File: config.mk
export PLATFORM = sky130hd
export DESIGN_NAME = trace_uart_wrapper
export DESIGN_NICKNAME = d
export VERILOG_FILES = /design/src/rtl/trace_uart_wrapper.sv
export SDC_FILE = /design/constraint.sdc
export NUM_CORES = 1
export LEC_CHECK = 0
export ABC_AREA = 0
export CAP_MARGIN = 20
export CORE_MARGIN = 2
export CORE_UTILIZATION = 58
export CTS_CLUSTER_DIAMETER = 30
export DETAILED_ROUTE_END_ITERATION = 7
export HOLD_SLACK_MARGIN = 0.15
export PLACE_DENSITY = 0.8
export SLEW_MARGIN = 15
export SYNTH_ARGS = -nofsm -noshare
export SYNTH_HDL_FRONTEND = slang
export SYNTH_SLANG_ARGS = --single-unit
export TNS_END_PERCENT = 5
File: constraint.sdc
create_clock -name clk -period 8.6 [get_ports clk]
set_clock_uncertainty 0.2 [all_clocks]
set_input_delay 1.72 -clock clk [delete_from_list [all_inputs] [get_ports clk]]
set_output_delay 1.72 -clock clk [all_outputs]
set_load 0.005 [all_outputs]
File: src/rtl/trace_uart_wrapper.sv
// CPU bus tap that captures memory write (and optionally read) transactions into a small FIFO
// and streams each 9-byte record out over an 8N1 UART.
module trace_uart_wrapper #(
    parameter int unsigned CLK_DIV = 868,
    parameter int unsigned DEPTH   = 16,
    parameter int unsigned MODE    = 0
) (
    input  logic                     clk,
    input  logic                     reset,

    input  logic [31:0]              F_addr,
    input  logic [31:0]              F_instr,
    input  logic [31:0]              M_addr,
    input  logic [31:0]              M_WData,
    input  logic [31:0]              M_RData,
    input  logic                     M_WE,
    input  logic                     M_RE,

    output logic [31:0]              user_F_addr,
    output logic [31:0]              user_F_instr,
    output logic [31:0]              user_M_addr,
    output logic [31:0]              user_M_WData,
    output logic [31:0]              user_M_RData,
    output logic                     user_M_WE,
    output logic                     user_M_RE,

    output logic                     TxD,
    output logic [7:0]               txd_buffer,
    output logic                     overflow,
    output logic [$clog2(DEPTH):0]   fifo_level
);

    localparam int unsigned PTR_W = $clog2(DEPTH);
    localparam int unsigned LVL_W = PTR_W + 1;
    localparam int unsigned CNT_W = 16;
    localparam int unsigned REC_W = 72;

    localparam logic [CNT_W-1:0] BIT_LAST  = CNT_W'(CLK_DIV - 1);
    localparam logic [LVL_W-1:0] LVL_FULL  = LVL_W'(DEPTH);
    localparam logic [7:0]       TAG_WRITE = 8'h57;
    localparam logic [7:0]       TAG_READ  = 8'h52;
    localparam logic [3:0]       LAST_BYTE = 4'd8;

    typedef enum logic [1:0] {
        StIdle,
        StStart,
        StData,
        StStop
    } tx_state_e;

    // Bus pass-through
    assign user_F_addr  = F_addr;
    assign user_F_instr = F_instr;
    assign user_M_addr  = M_addr;
    assign user_M_WData = M_WData;
    assign user_M_RData = M_RData;
    assign user_M_WE    = M_WE;
    assign user_M_RE    = M_RE;

    // Capture and FIFO
    logic [REC_W-1:0] fifo_mem [DEPTH];
    logic [PTR_W-1:0] wr_ptr_q, rd_ptr_q;
    logic [LVL_W-1:0] count_q;
    logic             overflow_q;

    logic             read_event;
    logic             capture;
    logic             full;
    logic             pop;
    logic             push_ok;
    logic [REC_W-1:0] rec_in;
    logic [REC_W-1:0] head;

    tx_state_e        state_q;

    // A simultaneous write and read yields a single write record.
    assign read_event = (MODE == 32'd1) && M_RE && !M_WE;
    assign capture    = !reset && (M_WE || read_event);
    assign rec_in     = M_WE ? {TAG_WRITE, M_addr, M_WData} : {TAG_READ, M_addr, M_RData};
    assign full       = (count_q == LVL_FULL);
    assign pop        = (state_q == StIdle) && (count_q != '0);
    assign push_ok    = capture && (!full || pop);
    assign head       = fifo_mem[rd_ptr_q];

    always_ff @(posedge clk) begin
        if (push_ok) begin
            fifo_mem[wr_ptr_q] <= rec_in;
        end
    end

    always_ff @(posedge clk) begin
        if (reset) begin
            wr_ptr_q   <= '0;
            rd_ptr_q   <= '0;
            count_q    <= '0;
            overflow_q <= 1'b0;
        end else begin
            if (push_ok) begin
                wr_ptr_q <= wr_ptr_q + PTR_W'(1);
            end
            if (pop) begin
                rd_ptr_q <= rd_ptr_q + PTR_W'(1);
            end
            if (push_ok && !pop) begin
                count_q <= count_q + LVL_W'(1);
            end else if (pop && !push_ok) begin
                count_q <= count_q - LVL_W'(1);
            end
            if (capture && !push_ok) begin
                overflow_q <= 1'b1;
            end
        end
    end

    assign overflow   = overflow_q;
    assign fifo_level = count_q;

    // UART transmitter
    logic [CNT_W-1:0] bit_cnt_q;
    logic [2:0]       bit_idx_q;
    logic [3:0]       byte_idx_q;
    logic [63:0]      shift_q;
    logic [7:0]       buf_q;
    logic             txd_q;
    logic             bit_end;

    assign bit_end = (bit_cnt_q == BIT_LAST);

    always_ff @(posedge clk) begin
        if (reset) begin
            state_q    <= StIdle;
            txd_q      <= 1'b1;
            buf_q      <= 8'h00;
            shift_q    <= '0;
            bit_cnt_q  <= '0;
            bit_idx_q  <= '0;
            byte_idx_q <= '0;
        end else begin
            unique case (state_q)
                StIdle: begin
                    txd_q <= 1'b1;
                    if (pop) begin
                        // Tag goes out first; the remaining 8 bytes wait in shift_q, MSB first.
                        buf_q      <= head[71:64];
                        shift_q    <= head[63:0];
                        byte_idx_q <= '0;
                        bit_cnt_q  <= '0;
                        txd_q      <= 1'b0;
                        state_q    <= StStart;
                    end
                end
                StStart: begin
                    if (bit_end) begin
                        bit_cnt_q <= '0;
                        bit_idx_q <= '0;
                        txd_q     <= buf_q[0];
                        state_q   <= StData;
                    end else begin
                        bit_cnt_q <= bit_cnt_q + CNT_W'(1);
                    end
                end
                StData: begin
                    if (bit_end) begin
                        bit_cnt_q <= '0;
                        if (bit_idx_q == 3'd7) begin
                            txd_q   <= 1'b1;
                            state_q <= StStop;
                        end else begin
                            bit_idx_q <= bit_idx_q + 3'd1;
                            txd_q     <= buf_q[bit_idx_q + 3'd1];
                        end
                    end else begin
                        bit_cnt_q <= bit_cnt_q + CNT_W'(1);
                    end
                end
                StStop: begin
                    if (bit_end) begin
                        bit_cnt_q <= '0;
                        if (byte_idx_q == LAST_BYTE) begin
                            state_q <= StIdle;
                        end else begin
                            byte_idx_q <= byte_idx_q + 4'd1;
                            buf_q      <= shift_q[63:56];
                            shift_q    <= {shift_q[55:0], 8'h00};
                            txd_q      <= 1'b0;
                            state_q    <= StStart;
                        end
                    end else begin
                        bit_cnt_q <= bit_cnt_q + CNT_W'(1);
                    end
                end
                default: state_q <= StIdle;
            endcase
        end
    end

    assign TxD        = txd_q;
    assign txd_buffer = buf_q;

endmodule

==> impl_metrics.env <==
export IMPL_status="finished clean"
export IMPL_dp_hpwl_um=56300
export IMPL_hp_class="reg -> reg"
export IMPL_place_congestion=0.809
export IMPL_cts_hold_buffers=0
export IMPL_fp_dieH_um=285
export IMPL_drtIter0Drc=3052
export IMPL_ant_nets=0
export IMPL_synth_simple_gate_area_share_pct=3.37
export IMPL_syn_inst=2372
export IMPL_synth_fp_nets=2556
export IMPL_ys_types=58
export IMPL_cts_root_buf="clkbuf_16"
export IMPL_max_freq_ghz=0.186
export IMPL_cts_resized=0
export IMPL_setup_violations=0
export IMPL_async_flop_share_pct=0
export IMPL_cp_max_fo=51
export IMPL_grt_overflow_total=0
export IMPL_drcViolationCount=0
export IMPL_numPortBuffers=210
export IMPL_core_um2=78700
export IMPL_h_tree_depth=4
export IMPL_utilization_pct=68.6
export IMPL_syn_to_final_growth_pct=17.6
export IMPL_tns_ns=0
export IMPL_rsz0062_at_grt="no"
export IMPL_fillers=4516
export IMPL_synth_seq_area_share_pct=73.0
export IMPL_holdWs_ns=0.268
export IMPL_fin_crit_ns=5.38
export IMPL_cp_required_ns=8.77
export IMPL_die_area_um2=81500
export IMPL_synth_compound_area_share_pct=3.16
export IMPL_diodes=0
export IMPL_arrival_ns=5.55
export IMPL_synth_fa_ha_area_share_pct=0.561
export IMPL_synth_mux_area_share_pct=15.4
export IMPL_seqPwrFrac_pct=38.8
export IMPL_ir_drop_mv=0.218
export IMPL_clockBufferDepth=3
export IMPL_synth_top_family_by_area="multiplexers"
export IMPL_nets=2691
export IMPL_avgSynthCellArea_um2=19.4
export IMPL_path_class="in -> reg"
export IMPL_maxCapViolCount=0
export IMPL_grt_pass1_vias=25700
export IMPL_intPower_mw=12.2
export IMPL_start_util_pct=58.3
export IMPL_powerDensity_nw_per_um2=316
export IMPL_p_clk_share_pct=41.2
export IMPL_vias=24200
export IMPL_cts_sink_count=1156
export IMPL_p_sw_mw=4.85
export IMPL_grt_pass1_wl_um=166000
export IMPL_ys_flop_type="edfxtp_1"
export IMPL_synth_area_top_cells="edfxtp_1, mux4_2, dfxtp_1, buf_4, mux2i_1"
export IMPL_cts_tree="yes"
export IMPL_critPathLaunchType="input port"
export IMPL_ys_seq_elements=1156
export IMPL_timing_final_hold_violations=0
export IMPL_drv_slew=0
export IMPL_layout_common_cells="edfxtp_1, mux4_2, clkdlybuf4s50_1"
export IMPL_yosys_area_top_type_share_pct=68.0
export IMPL_period_share_pct=62.6
export IMPL_drtPass1Iterations=5
export IMPL_synth_edff_count=1040
export IMPL_wl_per_cell_um=30.3
export IMPL_postCtsSetupBuffers=0
export IMPL_synth_top_area_cell="edfxtp_1"
export IMPL_via_per_inst=6.53
export IMPL_wirelength_um=112000
export IMPL_netlist_area_um2=45900
export IMPL_switching_share_pct=28.5
export IMPL_final_common_cell="edfxtp_1"
export IMPL_drive_above_1_share_pct=26.0
export IMPL_yosys_warnings=0
export IMPL_end_kind="register"
export IMPL_grt_max_degree=141
export IMPL_die_w_um=285
export IMPL_cts_buffers=170
export IMPL_core_rowCount=103
export IMPL_io_pins=341
export IMPL_clk_pin_slew_ns=0.05
export IMPL_worstMarginPinSlew_ns=1.19
export IMPL_grt_usage_pct=27.9
export IMPL_p_leak_nw=17.1
export IMPL_max_slew_margin_rel_pct=20.4
export IMPL_synth_xor_area_share_pct=0.439
export IMPL_antenna_found_initial=1
export IMPL_clock_latency_ns=0.76
export IMPL_p_comb_share_pct=20.0
## routing by layer
metal  wire, um  vias up  global-route usage, %
li1           -     9760                      -
met1      39500    12400                   35.6
met2      57200     1616                   46.5
met3      10400      376                   5.41
met4       5220        2                   13.9
met5         13        -                      0
## critical path: stages
cell      delay (ns)
buf_2           0.08
buf_4           0.65
inv_1           0.13
a311oi_2        0.74
nand2_1         0.47
nor2_4          0.91
buf_4           0.77
## final timing paths
path,cells past startpoint,slack [ns],startpoint,end
setup / recovery,7,3.22,M_WE,fifo_mem[7][11]$_DFFE_PP_
hold / removal,2,0.27,shift_q[59]$_SDFFE_PP0P_,txd_buffer[3]$_SDFFE_PP0P_
setup reg to reg,7,4.02,state_q[1]$_SDFFE_PP0P_,fifo_mem[7][11]$_DFFE_PP_
hold reg to reg,2,0.27,shift_q[59]$_SDFFE_PP0P_,txd_buffer[3]$_SDFFE_PP0P_
## registers in the layout, indices dropped and copies added (netlist names), 4 cells and up, named ones only
signal / cells
txd_buffer: 8
wr_ptr_q: 4
fifo_level: 5
bit_cnt_q: 16
byte_idx_q: 4
fifo_mem: 1040
rd_ptr_q: 4
shift_q: 64
## cells in the mapped netlist, types with 2 or more instances
cell type / count
a311oi_1: 2
nand4_1: 5
mux2_2: 34
ha_1: 19
buf_1: 6
a22oi_1: 58
buf_4: 167
dfxtp_1: 116
buf_2: 46
mux2i_1: 78
nor4_1: 7
nand3b_1: 2
nor4bb_1: 2
edfxtp_1: 1040
clkbuf_1: 69
xnor2_1: 15
a211oi_1: 23
nor4_2: 30
mux4_2: 262
nand2b_1: 6
xor2_1: 8
a21oi_1: 40
nand2_1: 37
or3_1: 6
a22o_1: 43
o21bai_1: 2
o21ai_0: 13
nor3b_1: 2
buf_6: 3
nor3_1: 29
nor2b_1: 4
inv_1: 16
o21a_1: 3
a21o_1: 2
and2_1: 3
nor2_1: 145
nand3_1: 6
nor2_2: 2
and4_1: 2
## kinds of logic (layout without fill, tap and decap cells)
group	after synthesis	after routing
muxes	374	374
DFF	1156	1156
buffers and inverters	307	589
adders and majority gates	20	20
xor gates and xnor gates	23	23
and+or+nand+nor	293	293
AOI/OAI and AO/OA	199	199
## cell type report
cell class | count | area [um^2] | area share [%]
inverter | 16 | 60.1 | 0.111
tap | 1050 | 1310 | 2.43
timing repair buffer | 254 | 2530 | 4.68
clock buffer | 193 | 4480 | 8.29
clock inverter | 126 | 1400 | 2.60
sequential | 1156 | 33600 | 62.1
multi-input combinational | 909 | 10700 | 19.8
## power groups by stage
stage | Sequential (mW) | Clock [mW] | Combinational (mW)
after floorplan | 6.56 | 0 | 2.49
after global placement | 6.69 | 0 | 3.18
after detailed placement | 6.70 | 0 | 3.28
after CTS | 6.61 | 7.07 | 3.39
after global routing | 6.63 | 7.30 | 3.60
final | 6.61 | 7.03 | 3.41
## per-stage QoR
step | cell area (um^2) | std cells | setup WS [ns] | power [mW]
floorplan | 45900 | 2372 | 0.710 | 9.04
finish | 54000 | 3704 | 3.22 | 17.1
detailed placement | 48000 | 3381 | 2.64 | 9.98
global placement | 48000 | 3381 | 2.74 | 9.87
CTS | 53900 | 3700 | 3.29 | 17.1
global route | 54000 | 3704 | 3.08 | 17.5
(Power assumes the default switching activity.)
